## src/rtl/difftest_snapshot_csr_source.sv

```systemverilog
// Producer of {minstret, mcycle, coreid} snapshots for the difftest CSR channel.
// Owns the mcycle/minstret counters, a period timer, and a one-deep trigger backlog.
module difftest_snapshot_csr_source #(
    parameter int COMMIT_WIDTH = 4,
    parameter int PERIOD_W     = 16,
    localparam int CNT_W       = $clog2(COMMIT_WIDTH + 1)
) (
    input  logic                clock,
    input  logic                reset_n,
    input  logic [7:0]          io_coreid,
    input  logic [CNT_W-1:0]    io_commit_cnt,
    input  logic                io_csr_wen,
    input  logic                io_csr_sel,
    input  logic [63:0]         io_csr_wdata,
    input  logic [PERIOD_W-1:0] io_period,
    input  logic                io_snap_req,
    output logic                io_snap_valid,
    input  logic                io_snap_ready,
    output logic [63:0]         io_minstret,
    output logic [63:0]         io_mcycle,
    output logic [7:0]          io_coreid_out,
    output logic [15:0]         io_dropped
);
    typedef enum logic {IDLE, HOLD} state_t;

    state_t              state;
    logic [63:0]         mcycle, minstret;
    logic [PERIOD_W-1:0] tmr;
    logic                pending;
    logic [CNT_W-1:0]    cnt_clamped;
    logic                timer_event, trig;

    assign cnt_clamped = (io_commit_cnt > CNT_W'(COMMIT_WIDTH)) ? CNT_W'(COMMIT_WIDTH) : io_commit_cnt;
    assign timer_event = (io_period != '0) && (tmr >= io_period - PERIOD_W'(1));
    assign trig        = timer_event | io_snap_req;

    // A CSR write replaces that counter's increment for the cycle.
    always_ff @(posedge clock or negedge reset_n) begin
        if (!reset_n) begin
            mcycle   <= '0;
            minstret <= '0;
            tmr      <= '0;
        end else begin
            mcycle   <= (io_csr_wen && !io_csr_sel) ? io_csr_wdata : mcycle + 64'd1;
            minstret <= (io_csr_wen &&  io_csr_sel) ? io_csr_wdata : minstret + 64'(cnt_clamped);
            if (io_period == '0 || timer_event) tmr <= '0;
            else                                tmr <= tmr + PERIOD_W'(1);
        end
    end

    always_ff @(posedge clock or negedge reset_n) begin
        if (!reset_n) begin
            state         <= IDLE;
            pending       <= 1'b0;
            io_snap_valid <= 1'b0;
            io_minstret   <= '0;
            io_mcycle     <= '0;
            io_coreid_out <= '0;
            io_dropped    <= '0;
        end else begin
            case (state)
                IDLE: if (trig) begin
                    io_minstret   <= minstret;
                    io_mcycle     <= mcycle;
                    io_coreid_out <= io_coreid;
                    io_snap_valid <= 1'b1;
                    state         <= HOLD;
                end
                HOLD: begin
                    if (io_snap_ready) begin
                        if (pending || trig) begin
                            // Back-to-back: a new capture replaces the one just accepted.
                            io_minstret   <= minstret;
                            io_mcycle     <= mcycle;
                            io_coreid_out <= io_coreid;
                            pending       <= 1'b0;
                        end else begin
                            io_snap_valid <= 1'b0;
                            state         <= IDLE;
                        end
                    end else if (trig) begin
                        if (!pending)                  pending    <= 1'b1;
                        else if (io_dropped != '1)     io_dropped <= io_dropped + 16'd1;
                    end
                end
                default: state <= IDLE;
            endcase
        end
    end
endmodule
```

## config.mk

```make
export PLATFORM = sky130hd
export DESIGN_NAME = difftest_snapshot_csr_source
export DESIGN_NICKNAME = d
export VERILOG_FILES = /design/src/rtl/difftest_snapshot_csr_source.sv
export SDC_FILE = /design/constraint.sdc
export NUM_CORES = 1
export LEC_CHECK = 0
export ABC_CLOCK_PERIOD_IN_PS = 8200
export BUFFER_PORTS_ARGS = -buffer_cell sky130_fd_sc_hd__buf_2
export CAP_MARGIN = 40
export CORE_MARGIN = 2
export CORE_UTILIZATION = 61
export CTS_CLUSTER_SIZE = 40
export DETAILED_ROUTE_END_ITERATION = 12
export PLACE_DENSITY = 0.86
export SYNTH_ARGS = -nofsm -noshare
export SYNTH_HDL_FRONTEND = slang
export SYNTH_SLANG_ARGS = --single-unit
```

## constraint.sdc

```tcl
create_clock -name clock -period 8.2 [get_ports clock]
set_input_delay 1.64 -clock clock [delete_from_list [all_inputs] [get_ports clock]]
set_output_delay 1.64 -clock clock [all_outputs]
set_load 0.02 [all_outputs]
```

==> flow_summary.ini, run 1 <==
[run_status]
outcome = finished, final reports clean

[yosys]
async_flop_share = 1.00
synth_ff_type = dfrtp_1
synth_xor_area_frac = 0.100
ys_ff_latch = 299
synth_cells = 1320
yosys-mux-area-fraction = 0.119
synthSimpleGateAreaFrac = 0.155
ys_seq_area_frac = 0.523
synth_compound_area_frac = 0.0578
synth_edf_count = 0
synth_cell_type_count = 49
synth_top_family_by_area = simple AND/OR/NAND/NOR gates
synthAdderAreaFrac = 0.0224
syn_avg_cell_area_sq_um = 10.8
synthesis.nets = 1442
syn_area_sq_um = 14300
yosys_warnings = 0

[setup_path]
path_cells = buf_2, inv_1, ha_1, nor3b_1, nand2_1, nor4_1, xnor2_1, ha_1, and4_1, o211ai_1, o32a_1, a21boi_1, a211oi_2, nor2_4, buf_12, mux2_2
crit_path_max_incr_delay_ns = 0.45
r2r_cells = 9
crit-reg2reg-launch = tmr[13]
cp.arrival_ns = 5.68
start_kind = primary input
crit_path_end_kind = flip-flop
crit_type = in -> reg
crit_end = io_minstret[7]
r2r_end = io_minstret[7]
path_max_fanout = 136
startpoint = io_period[0]
required_ns = 8.64
r2r_slack_ns = 4.95
crit_top_cell = ha_1
slowest_stage = buf_12

[power_and_ir_drop]
ir_drop_mv = 0.234
leakagePower_uw = 0.00771
powerDensity_nw_per_um2 = 277
power_uw = 4720

[sta]
whs_ns = 0.503
period_share = 0.639
worst_pin_slew_ns = 1.08
hold_viol = 0
drv_slew = 0
rsz0062_at_grt = no
finalWorstSetupSlack_ns = 2.96
finalSetupViolCount = 0
slew_headroom = 0.277
finalClockSkew_ns = 0.0126
setup_tns_ns = 0
fin_crit_ns = 5.24
max_freq_mhz = 191

[clock_network]
clock_latency_ns = 0.55
tritoncts = done
path_clk_slew_ns = 0.06
cts_buffers = 31
clock_sinks = 299
h-tree-depth = 1
ctsResizeCount = 0
cts_root_buf = clkbuf_16
clockBufferDepth = 3
postCtsSetupRepairBufs = 0
holdBufCountCts = 0

[route]
initialDrtViolationCount = 829
totalWireLength_mm = 34.9
first_pass_iters = 6
post_drt_wl_per_cell_microns = 18.3
vias_per_cell = 5.67
final_antenna_net_count = 0
drc = 0
num_vias = 10800

[floorplanning]
dieArea_sq_um = 24700
num_rows = 56
fp.dieH_microns = 157
ioPinCount = 250
die_w_microns = 157
core-area_sq_um = 23300
initial_core_util = 0.615

[placement]
hpwl_mm = 24.5
place_area_sq_um = 15900
place_congestion = 0.844
pre_cts_ws_ns = 2.52
port_buffers = 249

[min_path]
hp-class = reg -> reg

[global_route]
grt_max_degree = 137
grtUsageTotal = 0.282
grt_pass1_wl_mm = 55.4
first_global_vias = 10800
antenna_found_initial = 2
grt-ovfl-total = 0

[flow_run]
drv_cap = 0

[finish]
multi_input_comb_area_sq_um = 6540
num-fill-cells = 1595
seq_area_sq_um = 7480
area_growth_pct = 18.9
drive_gt1_frac = 0.293
nets = 1685
fin_area_sq_um = 17000
==> final cells by class <==
type                    instances  area share
flip-flops and latches        299       0.440
multi-input cells             949       0.384
diodes                          1    0.000147
well taps                     319      0.0235
inverters                      23     0.00507
clock inverters                12      0.0112
clock buffers                  46      0.0548
repair buffers                259      0.0816
==> synth_stat cells, drive strengths merged, types with 2 or more instances <==
master | n | area (sq um)
clkbuf | 33 | 124
or2 | 3 | 18.8
nor4b | 2 | 23.8
xor2 | 89 | 780
inv | 23 | 86.3
nor4 | 15 | 100
and3 | 30 | 188
nand2b | 6 | 37.5
nand2 | 191 | 717
o21a | 2 | 15.0
or4 | 4 | 33.8
ha | 24 | 300
a21o | 4 | 30.0
nor3 | 17 | 100
nor2b | 6 | 37.5
a21oi | 17 | 85.1
buf | 16 | 110
mux2 | 138 | 1700
xnor2 | 75 | 657
and4 | 10 | 87.6
and2 | 6 | 37.5
o21ai | 122 | 611
dfrtp | 299 | 7480
nand3 | 61 | 305
nand4 | 37 | 231
o211ai | 2 | 15.0
nor2 | 77 | 292
==> sequential cells by signal, indices dropped and copies added, names as in the netlist <==
register and count:
io_minstret 64, minstret 64, tmr 16, io_snap_valid 1
pending 1, mcycle 64, io_coreid_out 8, io_mcycle 64
io_dropped 16, state 1
==> how the worst min path moves through the flow <==
stage | endpoint | cells after the start | slack, ns | startpoint
floorplan | tmr[0] | 1 | 0.47 | tmr[0]
global placement | io_dropped[10] | 1 | 0.48 | io_dropped[10]
detailed placement | io_dropped[6] | 1 | 0.49 | io_dropped[6]
CTS | io_dropped[6] | 1 | 0.50 | io_dropped[6]
global route | io_mcycle[57] | 1 | 0.52 | io_mcycle[57]
finish | io_mcycle[29] | 1 | 0.50 | io_mcycle[29]
==> stage by stage <==
step / utilization / std cells
detailed placement: 0.683 / 1849
CTS: 0.732 / 1907
global placement: 0.680 / 1846
global route: 0.732 / 1908
finish: 0.732 / 1908
floorplan: - / 1320
==> power breakdown <==
| group | internal, uW | total (uW) | switching [uW] |
|---|---|---|---|
| logic | 494 | 1140 | 647 |
| clock network | 940 | 1510 | 575 |
| registers | 1790 | 2070 | 274 |
==> layer usage <==
metal / part of all wire / vias to the layer above / global-route usage
li1: - / 5036 / -
met1: 0.42 / 5303 / 0.383
met2: 0.48 / 397 / 0.463
met3: 0.071 / 88 / 0.0518
met4: 0.031 / 2 / 0.0926
met5: 0.00037 / - / 0
==> cell families after synthesis <==
group,after synthesis
AND/OR/NAND/NOR,467
multiplexers,138
adder cells (fa/ha/maj),25
buffers and inverters,72
AO/OA/AOI/OAI,155
flip-flops,299
XOR/XNOR,164
==> worst max-delay path, delay by kind of cell <==
family	cells	cell delay, ns
and+or+nand+nor	5	1.26
adders and majority gates	2	0.46
muxes	1	0.43
xor gates and xnor gates	1	0.11
AOI/OAI and AO/OA	4	0.75
buffers and inverters	3	0.67
==> cells in the final DEF (no fill, tap or decap), types with 5 or more instances in the layout <==
cell,instances
nand2_1,191
nand4_1,37
buf_2,248
nand2b_1,6
nand3_1,61
nor2_1,76
inv_1,23
xor2_1,89
clkbuf_16,31
and3_1,30
mux2_2,98
clkbuf_8,10
clkinv_2,5
nor2b_1,5
o21ai_0,121
nor3_1,13
buf_4,6
nor4_1,13
and4_1,10
ha_1,24
dfrtp_1,299
clkbuf_1,5
bufinv_16,5
xnor2_1,75
a21oi_1,17
mux2_4,40
Power figures use the tool's default switching activity.
==> run 2, diff against run 1 <==
--- a/config.mk
+++ b/config.mk
@@ -5,14 +5,15 @@
 export SDC_FILE = /design/constraint.sdc
 export NUM_CORES = 1
 export LEC_CHECK = 0
-export ABC_CLOCK_PERIOD_IN_PS = 8200
+export ABC_AREA = 1
+export ABC_CLOCK_PERIOD_IN_PS = 5400
 export BUFFER_PORTS_ARGS = -buffer_cell sky130_fd_sc_hd__buf_2
 export CAP_MARGIN = 40
 export CORE_MARGIN = 2
-export CORE_UTILIZATION = 61
+export CORE_UTILIZATION = 58
 export CTS_CLUSTER_SIZE = 40
 export DETAILED_ROUTE_END_ITERATION = 12
-export PLACE_DENSITY = 0.86
+export PLACE_DENSITY = 0.81
 export SYNTH_ARGS = -nofsm -noshare
 export SYNTH_HDL_FRONTEND = slang
 export SYNTH_SLANG_ARGS = --single-unit
==> constraint.sdc (replaced) <==
create_clock -name clock -period 5.4 [get_ports clock]
set_input_delay 1.08 -clock clock [delete_from_list [all_inputs] [get_ports clock]]
set_output_delay 1.08 -clock clock [all_outputs]
set_load 0.02 [all_outputs]
==> run 2 against run 1 <==
Against the previous run:
- routed wire length increased by 56%
- clock skew increased by 0.012 ns
- final cell count increased by 48%
- combinational power increased by 110%
==> flow_summary.ini, run 2 <==
[clock_network]
postCtsSetupRepairBufs = 0
clock_latency_ns = 0.58
cts_root_buf = clkbuf_16
ctsResizeCount = 0
clockBufferDepth = 3
clock_sinks = 299
holdBufCountCts = 0
tritoncts = done
cts_buffers = 31
h-tree-depth = 1
path_clk_slew_ns = 0.06

[yosys]
ys_ff_latch = 299
ys_seq_area_frac = 0.453
async_flop_share = 1.00
synth_cells = 2202
synth_cell_type_count = 41
yosysTopAreaCell = dfrtp_1
yosysMostFrequentCell = nand2_1
synth_common_cells = nand2_1 (730), dfrtp_1 (299), nand3_1 (208)
yosysTopAreaCellShare = 0.453
synth_ff_type = dfrtp_1
yosys_warnings = 0
syn_avg_cell_area_sq_um = 7.50
syn_area_sq_um = 16500
synthesis.nets = 2324
synth_area_leaders = dfrtp_1 (45%), nand2_1 (17%), nand3_1 (6.3%)
synth_edf_count = 0

[sta]
finalWorstSetupSlack_ns = 1.43
finalSetupViolCount = 0
setup_tns_ns = 0
drv_slew = 0
rsz0062_at_grt = no
slew_headroom = 0.384
max_freq_mhz = 252
finalClockSkew_ns = 0.0244
hold_viol = 0
worst_pin_slew_ns = 0.924
period_share = 0.735
fin_crit_ns = 3.97

[run_status]
outcome = finished, final reports clean

[setup_path]
cp_top_family = simple AND/OR/NAND/NOR gates
crit_path_max_incr_delay_ns = 0.33
required_ns = 5.83
crit-reg2reg-launch = minstret[0]
cp.arrival_ns = 4.40
r2r_slack_ns = 2.53
slowest_stage = nor3_1
path_cells = buf_2, nor2_1, nand2_1, nor3_1, nand2_1, nor3_1, nand3_1, xor2_1, inv_1, ha_1, a21oi_1, o21ai_0, a21oi_1, nand2_1, nand2_2, nand2_1, nand2_1, inv_1, nand2_1, o21ai_0
r2r_end = minstret[30]
path_max_fanout = 20
startpoint = io_period[2]
start_kind = primary input
r2r_cells = 12
crit_path_end_kind = flip-flop
crit_type = in -> reg
crit_top_cell = nand2_1
critPathBufInv = 3

[route]
num_vias = 16000
first_pass_iters = 6
initialDrtViolationCount = 1498
drc = 0
vias_per_cell = 5.67
final_antenna_net_count = 0
totalWireLength_mm = 54.4
post_drt_wl_per_cell_microns = 19.3

[min_path]
min_to = io_coreid_out[2]
hold-path-cell-count = 2
hp-class = reg -> reg
hold_path_startpoint = io_coreid_out[2]

[placement]
hpwl_mm = 41.4
place_congestion = 0.975
pre_cts_ws_ns = 0.863
port_buffers = 249

[floorplanning]
die_w_microns = 173
dieArea_sq_um = 29900
core-area_sq_um = 27900
ioPinCount = 250
fp.dieH_microns = 173
num_rows = 61
initial_core_util = 0.592

[power_and_ir_drop]
power_frac_clock = 0.287
leakagePower_uw = 0.00953
ir_drop_mv = 0.307
powerDensity_nw_per_um2 = 420
p_sw_uw = 3060
seq_power_share = 0.417
switching_share = 0.382
p_int_uw = 4960
pwr-share-comb = 0.296

[finish]
nets = 2543
mostFrequentLayoutCell = nand2_1
mostFrequentLayoutCells = nand2_1 (729), dfrtp_1 (299), buf_2 (248)
area_growth_pct = 15.7
drive_gt1_frac = 0.148
num-fill-cells = 2371

[global_route]
antenna_found_initial = 3
grt-ovfl-total = 0
grtUsageTotal = 0.363
first_global_vias = 15500
grt_pass1_wl_mm = 85.1
grt_max_degree = 137

[flow_run]
drv_cap = 0
[run 2: cell families after synthesis]
group	count (synthesis)	synth area share
AO/OA/AOI/OAI	160	0.0511
XOR/XNOR	124	0.0657
adder cells (fa/ha/maj)	25	0.0194
buffers and inverters	277	0.0688
flip-flops	299	0.453
AND/OR/NAND/NOR	1317	0.342
[run 2: layer usage]
metal	wire, microns	part of all wire	GRT usage
met5	13	0.00024	0
met4	2450	0.045	0.149
met3	4040	0.074	0.0435
met2	25600	0.47	0.599
met1	22300	0.41	0.490
[run 2: worst reg2reg max path, cell delays in order (launching register included)]
cell and delay, ns:
dfrtp_1 0.43, ha_1 0.24, inv_1 0.08, fa_1 0.36
inv_1 0.14, nand2_1 0.11, nand2_1 0.11, nand2_1 0.24
nor3_2 0.45, nand2_1 0.24, xor2_1 0.19, nand2_1 0.06
o21ai_0 0.09
[run 2: area by class of cell]
type                    instances  area (sq um)  share of cell area
diodes                          3          7.51            0.000393
clock buffers                  41           893              0.0467
clock inverters                14           203              0.0106
inverters                     202           761              0.0398
multi-input cells            1626          7920               0.414
flip-flops and latches        299          7480               0.391
well taps                     378           473              0.0247
repair buffers                261          1380              0.0724
[run 2: worst max path at each step]
stage                           end  slack (ns)  cells past startpoint
floorplan           io_minstret[54]        1.77                     20
global placement      io_dropped[5]        1.13                     20
detailed placement    io_dropped[1]        0.86                     20
CTS                   io_dropped[3]        1.46                     20
global route          io_dropped[4]        0.97                     20
finish                io_dropped[3]        1.43                     20
[run 2: power groups by stage]
stage,clock network [uW],registers [uW],logic (uW)
6_report,2300,3350,2380
5_1_grt,2410,3420,2620
3_5_place_dp,0,3360,2360
2_1_floorplan,0,3720,1100
4_1_cts,2320,3330,2380
3_3_place_gp,0,3340,2290
[run 2: through the flow]
step / util / hold slack, ns / std cells / power, uW / cell area (sq um)
after detailed placement: 0.645 / 0.453 / 2766 / 5720 / 18000
after floorplan: - / 0.444 / 2202 / 4810 / 16500
after global placement: 0.645 / 0.447 / 2766 / 5630 / 18000
final: 0.684 / 0.463 / 2824 / 8020 / 19100
after global routing: 0.684 / 0.490 / 2823 / 8450 / 19100
after CTS: 0.684 / 0.468 / 2821 / 8030 / 19100
